<file path="src/rtl/dm_pkg.sv">
// rtl/dm_pkg.sv - shared data-memory size codes, store FSM states and legality helper
package dm_pkg;

  localparam logic [1:0] SZ_BYTE = 2'b00;
  localparam logic [1:0] SZ_HALF = 2'b01;
  localparam logic [1:0] SZ_WORD = 2'b10;

  typedef enum logic [1:0] {
    ST_IDLE,
    ST_RD,
    ST_MERGE,
    ST_WRITE
  } dm_state_t;

  // Byte stores are legal at any lane; halves need even lanes, words lane 0.
  function automatic logic size_legal(input logic [1:0] size, input logic [1:0] lane);
    case (size)
      SZ_BYTE: size_legal = 1'b1;
      SZ_HALF: size_legal = ~lane[0];
      SZ_WORD: size_legal = (lane == 2'b00);
      default: size_legal = 1'b0;
    endcase
  endfunction

endpackage

</file>
<file path="src/rtl/dm_lane_merge.sv">
// rtl/dm_lane_merge.sv - overlays right-aligned store data onto the old memory word
module dm_lane_merge
  import dm_pkg::*;
(
  input  logic [31:0] old_word,
  input  logic [31:0] st_data,
  input  logic [1:0]  lane,
  input  logic [1:0]  size,
  output logic [31:0] merged
);

  always_comb begin
    merged = old_word;
    case (size)
      SZ_BYTE: begin
        case (lane)
          2'd0: merged[7:0]   = st_data[7:0];
          2'd1: merged[15:8]  = st_data[7:0];
          2'd2: merged[23:16] = st_data[7:0];
          default: merged[31:24] = st_data[7:0];
        endcase
      end
      SZ_HALF: begin
        if (lane[1]) merged[31:16] = st_data[15:0];
        else         merged[15:0]  = st_data[15:0];
      end
      SZ_WORD: merged = st_data;
      default: merged = old_word;
    endcase
  end

endmodule

</file>
<file path="src/rtl/dm_store_rmw.sv">
// rtl/dm_store_rmw.sv - store path turning sub-word stores into read-modify-write cycles
module dm_store_rmw
  import dm_pkg::*;
#(
  parameter int MEM_AW = 14
) (
  input  logic              clk,
  input  logic              rst_n,
  input  logic              st_valid,
  output logic              st_ready,
  input  logic [31:0]       st_addr,
  input  logic [31:0]       st_data,
  input  logic [1:0]        WByteEn_DM,
  output logic              st_done,
  output logic              st_err,
  output logic [MEM_AW-1:0] mem_addr,
  output logic              mem_re,
  input  logic [31:0]       mem_rdata,
  output logic              mem_we,
  output logic [31:0]       mem_wdata
);

  dm_state_t         state, state_nxt;
  logic [MEM_AW-1:0] addr_q;
  logic [1:0]        lane_q;
  logic [1:0]        size_q;
  logic [31:0]       data_q;
  logic [31:0]       wdata_q;
  logic              err_q;
  logic [31:0]       merged;
  logic              accept;
  logic              legal;
  logic              unused_addr_hi;

  // Upper address bits wrap onto the memory.
  assign unused_addr_hi = ^st_addr[31:MEM_AW+2];

  assign accept = st_valid & st_ready;
  assign legal  = size_legal(WByteEn_DM, st_addr[1:0]);

  dm_lane_merge u_merge (
    .old_word (mem_rdata),
    .st_data  (data_q),
    .lane     (lane_q),
    .size     (size_q),
    .merged   (merged)
  );

  always_ff @(posedge clk or negedge rst_n) begin
    if (!rst_n) state <= ST_IDLE;
    else        state <= state_nxt;
  end

  always_comb begin
    state_nxt = state;
    st_ready  = 1'b0;
    mem_re    = 1'b0;
    mem_we    = 1'b0;
    st_done   = 1'b0;
    case (state)
      ST_IDLE: begin
        st_ready = 1'b1;
        if (st_valid && legal)
          state_nxt = (WByteEn_DM == SZ_WORD) ? ST_WRITE : ST_RD;
      end
      ST_RD: begin
        mem_re    = 1'b1;
        state_nxt = ST_MERGE;
      end
      ST_MERGE: state_nxt = ST_WRITE;
      ST_WRITE: begin
        mem_we    = 1'b1;
        st_done   = 1'b1;
        state_nxt = ST_IDLE;
      end
      default: state_nxt = ST_IDLE;
    endcase
  end

  // Illegal requests are latched too, but only raise the error pulse.
  always_ff @(posedge clk or negedge rst_n) begin
    if (!rst_n) begin
      addr_q  <= '0;
      lane_q  <= '0;
      size_q  <= '0;
      data_q  <= '0;
      wdata_q <= '0;
      err_q   <= 1'b0;
    end else begin
      err_q <= 1'b0;
      if (accept) begin
        addr_q <= st_addr[MEM_AW+1:2];
        lane_q <= st_addr[1:0];
        size_q <= WByteEn_DM;
        data_q <= st_data;
        err_q  <= ~legal;
        if (legal && WByteEn_DM == SZ_WORD) wdata_q <= st_data;
      end
      if (state == ST_MERGE) wdata_q <= merged;
    end
  end

  assign mem_addr  = addr_q;
  assign mem_wdata = wdata_q;
  assign st_err    = err_q;

endmodule
</file>
<file path="config.mk">
export PLATFORM = sky130hd
export DESIGN_NAME = dm_store_rmw
export DESIGN_NICKNAME = d
export VERILOG_FILES = /design/src/rtl/dm_pkg.sv /design/src/rtl/dm_lane_merge.sv /design/src/rtl/dm_store_rmw.sv
export SDC_FILE = /design/constraint.sdc
export NUM_CORES = 1
export LEC_CHECK = 0
export BUFFER_PORTS_ARGS = -buffer_cell sky130_fd_sc_hd__buf_2
export CAP_MARGIN = 20
export CORE_UTILIZATION = 46
export CTS_CLUSTER_DIAMETER = 100
export DETAILED_ROUTE_END_ITERATION = 6
export PLACE_DENSITY = 0.85
export RECOVER_POWER = 25
export SYNTH_ARGS = -nofsm -noshare
export SYNTH_HDL_FRONTEND = slang
export SYNTH_SLANG_ARGS = --single-unit
export TNS_END_PERCENT = 5
</file>
<file path="constraint.sdc">
create_clock -name clk -period 1.7 [get_ports clk]
set_clock_uncertainty 0.1 [all_clocks]
set_input_delay 0.34 -clock clk [delete_from_list [all_inputs] [get_ports clk]]
set_output_delay 0.34 -clock clk [all_outputs]
set_load 0.1 [all_outputs]
</file>
# [Yosys cells after proc, flatten, opt, wreduce, memory -nomap -nowiden]
# Cells that the tools add are included.
[classes] n_eq_ne=10 muxes=18 bitwise=3 reduce_logical=11
[ops] op="$mux 32" n=3
[ops] op="$pmux 32 s3" n=1
[ops] op="$mux 16" n=2
[ops] op="$mux 8" n=4
[ops] op="$eq 2x2->1 const B" n=5
[ops] op="$logic_not 2->1" n=5
[ops] op="$eq 2x1->1 const B" n=4
[ops] op="$pmux 2 s4" n=1
[ops] op="$mux 1" n=4
[ops] op="$mux 2" n=2
[ops] op="$reduce_bool 2->1" n=2
[ops] op="$pmux 1 s3" n=1
[ops] op="$reduce_or 3->1" n=1
[ops] op="$logic_and 1x1->1" n=2
[ops] op="$ne 2x2->1 const B" n=1
[ops] op="$not 1->1" n=2
[ops] op="$reduce_and 2->1" n=1
[ops] op="$and 1x1->1" n=1
[totals] regBits=85 in_bits=101 output_inout_bits=51 wordCells=49

# [Longest topological paths before layout]
# Gate-level depths: netlist (run 1).
[depth] depth_word=6 ltp_mapped=8

# [Modules after synthesis]
# A second synthesis (run 1) with hierarchy kept.
[hier_totals] hier_cells=543 hier_area_um2=4807.1
[modules_own_cells] module="dm_store_rmw" n_inst=1 cells_each=416 area_per_inst_um2=3813.7
[modules_own_cells] module="dm_lane_merge" n_inst=1 cells_each=127 area_per_inst_um2=993.5

# [Least setup slack after synthesis (run 1)]
# No wires, ideal clock.
[synth_path] kind="register to register" start="register state[0]" end="register wdata_q[24], in the netlist mem_wdata[24]" setup_time_ns=0.141 arrival_time_ns=2.259 required_time_ns=1.459 path_slack_ns=-0.801 stages_incl_launch_ff=8 path_cell_list="dfrtp_1 inv_1 ha_1 and3_1 nand2_2 buf_2 a211oi_1 a31oi_1"
[synth_via] elab_chain_cells=5
[synth_lines] item="start, declared" line="dm_store_rmw.sv:23" rtl="dm_state_t state, state_nxt;"
[synth_lines] item="start signal, assigned" line="dm_store_rmw.sv:51" rtl="else state <= state_nxt;"
[synth_lines] item="$logic_not 2->1" line="dm_store_rmw.sv:60" rtl="case (state)"
[synth_lines] item="$mux 1" line="dm_store_rmw.sv:60"
[synth_lines] item="net st_ready" line="dm_store_rmw.sv:10" rtl="output logic st_ready,"
[synth_lines] item="$and 1x1->1" line="dm_store_rmw.sv:38" rtl="assign accept = st_valid & st_ready;"
[synth_lines] item="$reduce_bool 2->1 (no source line)"
[synth_lines] item="$reduce_and 2->1 (no source line)"
[synth_lines] item="end signal, assigned" line="dm_store_rmw.sv:97" rtl="if (legal && WByteEn_DM == SZ_WORD) wdata_q <= st_data;"
[synth_lines] item="end signal, assigned" line="dm_store_rmw.sv:99" rtl="if (state == ST_MERGE) wdata_q <= merged;"
[synth_lines] item="end, declared" line="dm_store_rmw.sv:28" rtl="logic [31:0] wdata_q;"
# The timed path passes the listed nets, and every way through them passes these cells.
# A chain may end at the register's enable or synchronous reset.

# [Final worst setup path (run 1)]
[layout_path] start="register state[0]" end="output st_ready"
[layout_via] elab_chain_cells=2
[layout_lines] item="$logic_not 2->1" line="dm_store_rmw.sv:60"
[layout_lines] item="$mux 1" line="dm_store_rmw.sv:60"
[layout_lines] item="end, declared" line="dm_store_rmw.sv:10"
# No other way between the ends.

==> reports/results.txt, run 1 <==
CP Data Required Time = 1.26 ns
post-route setup slack = -0.0247 ns
routed len/inst = 18.7 um
total grt overflow = 0
min Tclk post-route = 1.72 ns
outcome = finished, violations left
share of the synthesized area in the top cell type = 0.486
largest net degree at the start of global routing = 48
latest clock arrival within the worst-skew pair = 0.36 ns
Area contributors post-synth = dfrtp_1, mux2_2, nand2_1
unrepaired setup endpoints after global routing = yes
Cell Chain, Critical Path = inv_2 > ha_4 > buf_6 > buf_12
fmax = 0.580 GHz
number of global-route vias before repair = 3993
DRC viols = 0
Die X = 99.6 um
critical path arrival = 1.28 ns
Starting Density = 0.474
share of cells above drive strength 1 = 0.504
EDFF count, synth = 0
via count = 3985
sequential element share of the synthesized area = 0.486
syn nets = 507
vias per cell = 5.81
period utilization = 1.01
Reg area = 2130 um2
Worst Setup Start Kind = flip-flop
failing checks = negative setup slack
Layout Nets = 658
Fillers = 748
DRT iter0 DRCs = 284
gr usage total = 0.258
clock-pin slew on the worst setup and hold paths = 0.09 ns
CTS Root Cell = clkbuf_8
Netlist cell types = 42
worst hold path class = input port to flip-flop
I/O pin total = 152
first-pass GRT wire length = 19.7 mm
final hold slack = 0.109 ns
Final Hold Fails = 0
Mapped Cells = 401
Pins Over Slew Limit = 0
final wirelength = 12.8 mm
antenna cells = 0
GP Congestion = 0.882
First-pass DRT Iterations = 5
Mapped Area = 4380 um2
Area Growth Syn to Fin = 33.7%
Setup violations, final = 5
post-synthesis async set-or-reset flop share = 1.00
# clock sinks = 85
CTS H-tree depth = 3
slowest library cell on the worst path = dfrtp_1
most area-hungry cell type in the Yosys netlist = dfrtp_1
worst-path fanout max = 4
core area = 9240 um2
Yosys warning count = 0
Rel. slew slack = 0.574
initial antenna violation count = 0
Worst Tran Pin Value = 0.639 ns
post-DP HPWL = 8.98 mm
max incr delay on CP = 0.40 ns
register bit total from synthesis = 85
antenna-violating nets left = 0
worst setup path class = flip-flop to output pin
clock buffer depth = 2
Post-synth top cells = dfrtp_1, mux2_2, nand2_1
Die Ht = 99.6 um
Max-Cap Viols = 0
total number of placement rows = 35
area of the multi-input gates = 2220 um2
CTS tree = built
IO buf count = 135
most frequent cell after synthesis = dfrtp_1
CTS Buf Count = 9
syn avg cell area = 10.9 um2
Top FF cell, synth = dfrtp_1
Worst setup EP type = output pin
die area = 9910 um2
-- critical path: cells and delay by family (launching register included) --
family                     cells  cell delay (ns)
adders and majority gates      1             0.16
buffers and inverters          3             0.37
DFF                            1             0.40
-- cell families (layout without fill, tap and decap cells) --
kind of cell	count (synthesis)	count (layout)	share of synthesized area
AOI/OAI and AO/OA	109	109	0.171
and+or+nand+nor	89	89	0.105
DFF	85	85	0.486
muxes	70	70	0.179
buffers and inverters	43	199	0.0452
adders and majority gates	5	5	0.0143
-- per-layer routing --
metal | part of all wire | wire length, um | GRT usage | vias to the layer above
li1 | - | - | - | 1790
met1 | 0.41 | 5200 | 0.321 | 1956
met2 | 0.49 | 6330 | 0.431 | 204
met3 | 0.072 | 918 | 0.0661 | 35
met4 | 0.027 | 349 | 0.101 | 0
met5 | 0 | 0 | 0 | -
-- through the flow --
stage,util,TNS (ns),instance area [um2],instances,setup slack (ns)
finish,0.633,-0.0764,5850,686,-0.0247
global route,0.633,-2.24,5850,686,-0.111
CTS,0.625,-0.113,5770,684,-0.0471
detailed placement,0.595,-0.182,5500,663,-0.0603
global placement,0.595,0,5500,663,0.0313
floorplan,-,-3.61,4490,401,-0.128
-- sequential cells by signal, summed over array words and instances, names as in the netlist --
register and count:
state 2, mem_wdata 32, st_err 1, mem_addr 14, size_q 2, lane_q 2, data_q 32
-- layout by cell type (no fill, tap or decap), drive strengths merged, types with 11 or more instances in the layout --
cell	instances
o21ai	26
clkbuf	14
dfrtp	85
a31oi	11
nand3	17
a21oi	16
buf	165
and3	18
mux2	66
nand2	42
inv	13
a211oi	19
-- final cells by class --
cell class	instances	area share
well taps	129	0.0276
multi-input cells	273	0.379
clock inverters	6	0.0109
flip-flops and latches	85	0.363
inverters	13	0.00834
clock buffers	10	0.0218
repair buffers	170	0.189
-- timing repair --
action | CTS | global route
endpoints found under the setup margin | 12 | 63
resized for setup | 8 | 11
hold buffers | 1 | 0
buffers inserted | 4 | 0
endpoints found under the hold margin | 15 | 0
cloned | 0 | 2
pin swaps | 1 | 7
-- path summary, 6_finish.rpt --
check / start / end / slack, ns / cells past startpoint
worst max-delay path: state[0] / st_ready / -0.02 / 4
max in group asynchronous: rst_n / mem_addr[1] / 0.29 / 3
worst min register to register: mem_addr[10] / mem_addr[10] / 0.41 / 1
worst max register to register: state[0] / mem_wdata[3] / -0.02 / 7
worst min-delay path: mem_rdata[13] / mem_wdata[13] / 0.11 / 3
min in group asynchronous: rst_n / mem_wdata[10] / 0.27 / 2
Power of run 1 is left out: the tool's default activity adds up to more than one toggle a clock period on the data nets, which glitch-free logic cannot reach.
==> inputs of run 2 (changes only) <==
--- a/config.mk
+++ b/config.mk
@@ -5,14 +5,15 @@
 export SDC_FILE = /design/constraint.sdc
 export NUM_CORES = 1
 export LEC_CHECK = 0
+export ABC_AREA = 1
 export BUFFER_PORTS_ARGS = -buffer_cell sky130_fd_sc_hd__buf_2
-export CAP_MARGIN = 20
-export CORE_UTILIZATION = 46
+export CORE_UTILIZATION = 47
 export CTS_CLUSTER_DIAMETER = 100
 export DETAILED_ROUTE_END_ITERATION = 6
 export PLACE_DENSITY = 0.85
 export RECOVER_POWER = 25
 export SYNTH_ARGS = -nofsm -noshare
 export SYNTH_HDL_FRONTEND = slang
+export SYNTH_HIERARCHICAL = 1
 export SYNTH_SLANG_ARGS = --single-unit
 export TNS_END_PERCENT = 5
==> reports/results.txt, run 2 <==
outcome = finished, final reports clean
number of global-route vias before repair = 4748
# clock sinks = 85
adder-cell share of the synthesized area = 0.0123
fmax = 0.592 GHz
Post-Synth Simple-Gate Area = 0.327
period utilization = 0.993
CTS tree = built
latest clock arrival within the worst-skew pair = 0.36 ns
EDFF count, synth = 0
Worst Setup Start Kind = flip-flop
compound-gate portion of the synthesized area = 0.0843
CP Data Required Time = 1.26 ns
Netlist cell types = 24
antenna cells = 0
worst hold path class = input port to flip-flop
area of the multi-input gates = 2500 um2
IO buf count = 135
Final Hold Fails = 0
core area = 10400 um2
Mapped Cells = 703
total grt overflow = 0
I/O pin total = 152
via count = 5122
Worst setup EP type = output pin
final hold slack = 0.0971 ns
largest family of logic cells by synthesized area = simple AND/OR/NAND/NOR gates
sequential element share of the synthesized area = 0.418
critical path arrival = 1.25 ns
share of cells above drive strength 1 = 0.276
most frequent cell after synthesis = nand2_1
syn avg cell area = 7.25 um2
Post-synth top cells = nand2_1, dfrtp_1, nand3_1
share of the synthesized area in the top cell type = 0.418
mux share of post-synthesis cell area = 0.0472
Area Growth Syn to Fin = 26.8%
Mapped Area = 5090 um2
DRT iter0 DRCs = 388
first-pass GRT wire length = 22.2 mm
Synth Area in XOR/XNOR = 0
Die X = 106 um
Hold Path Depth = 2
DRC viols = 0
CTS H-tree depth = 3
Fillers = 934
Pins Over Slew Limit = 0
Top FF cell, synth = dfrtp_1
pre-CTS setup slack = 0.0468 ns
CTS Root Cell = clkbuf_8
commonest non-fill, non-tap cell in the layout = nand2_1
met3 routed wirelength = 959 um
clock buffer depth = 2
post-DP HPWL = 9.76 mm
max layer used = met4
post-synthesis async set-or-reset flop share = 1.00
Worst R2R Path Depth = 6
worst-path fanout max = 4
unrepaired setup endpoints after global routing = yes
initial antenna violation count = 0
clock-pin slew on the worst setup and hold paths = 0.10 ns
register bit total from synthesis = 85
Worst R2R Setup Slack = 0.03 ns
most frequent cells in the layout = nand2_1, buf_2, nand3_1
CTS Buf Count = 9
gr usage total = 0.247
min Tclk post-route = 1.69 ns
First-pass DRT Iterations = 5
routed len/inst = 14.4 um
Die Ht = 106 um
Worst Tran Pin Value = 0.682 ns
Setup violations, final = 0
total number of placement rows = 37
GP Congestion = 0.935
antenna-violating nets left = 0
post-route setup slack = 0.0119 ns
Layout Nets = 955
Max-Cap Viols = 0
syn nets = 809
Rel. slew slack = 0.546
Yosys warning count = 6
worst setup path class = flip-flop to output pin
met2 WL = 6.69 mm
largest net degree at the start of global routing = 42
die area = 11300 um2
Core Util, Final = 0.620
Area contributors post-synth = dfrtp_1, nand2_1, nand3_1
Reg area = 2130 um2
setup_tns = 0 ns
Starting Density = 0.489
vias per cell = 5.17
final wirelength = 14.3 mm
most area-hungry cell type in the Yosys netlist = dfrtp_1
WL met1 = 6.18 mm
## run 2: critical path: stages (launching register included)
cell and delay (ns):
dfrtp_2 0.46, inv_2 0.11, ha_4 0.16, buf_12 0.17
## run 2: final timing paths
| path | from | endpoint |
|---|---|---|
| setup / recovery | state[0] | st_ready |
| hold / removal | st_addr[12] | mem_addr[10] |
| setup reg to reg | state[1] | mem_addr[3] |
| hold reg to reg | mem_wdata[0] | mem_wdata[0] |
| max in group asynchronous | rst_n | mem_wdata[12] |
| min in group asynchronous | rst_n | data_q[9] |
## run 2: kinds of logic after synthesis
family	Yosys count
flops	85
compound gates	85
simple gates	398
mux	16
buf+inv	114
fa+ha+maj	5
## run 2: what timing repair did
action                                  CTS  global route
gates cloned                              0             5
buffers inserted                          3             1
pin swaps                                 1             2
resized for setup                         2            25
hold buffers                              1             0
endpoints found under the setup margin    2            60
hold endpoints to repair                 23             0
## run 2: layout make-up
type	count	share of cell area
Clock inverter	6	0.00814
Multi-Input combinational cell	505	0.388
Inverter	77	0.0451
Timing Repair Buffer	171	0.181
Clock buffer	10	0.0213
Sequential cell	85	0.330
Tap cell	136	0.0264
## run 2: metrics by stage
stage,instance area [um2],cells
after global placement,6050,964
after global routing,6460,990
final,6460,990
after CTS,6270,984
after floorplan,5110,703
after detailed placement,6050,964
## run 2: routing by layer
layer	GRT usage	vias to the layer above
met1	0.327	2347
met4	0.0704	0
met2	0.412	218
met3	0.0435	40
met5	0	-
li1	-	2517
Power of run 2 is left out for the same reason.
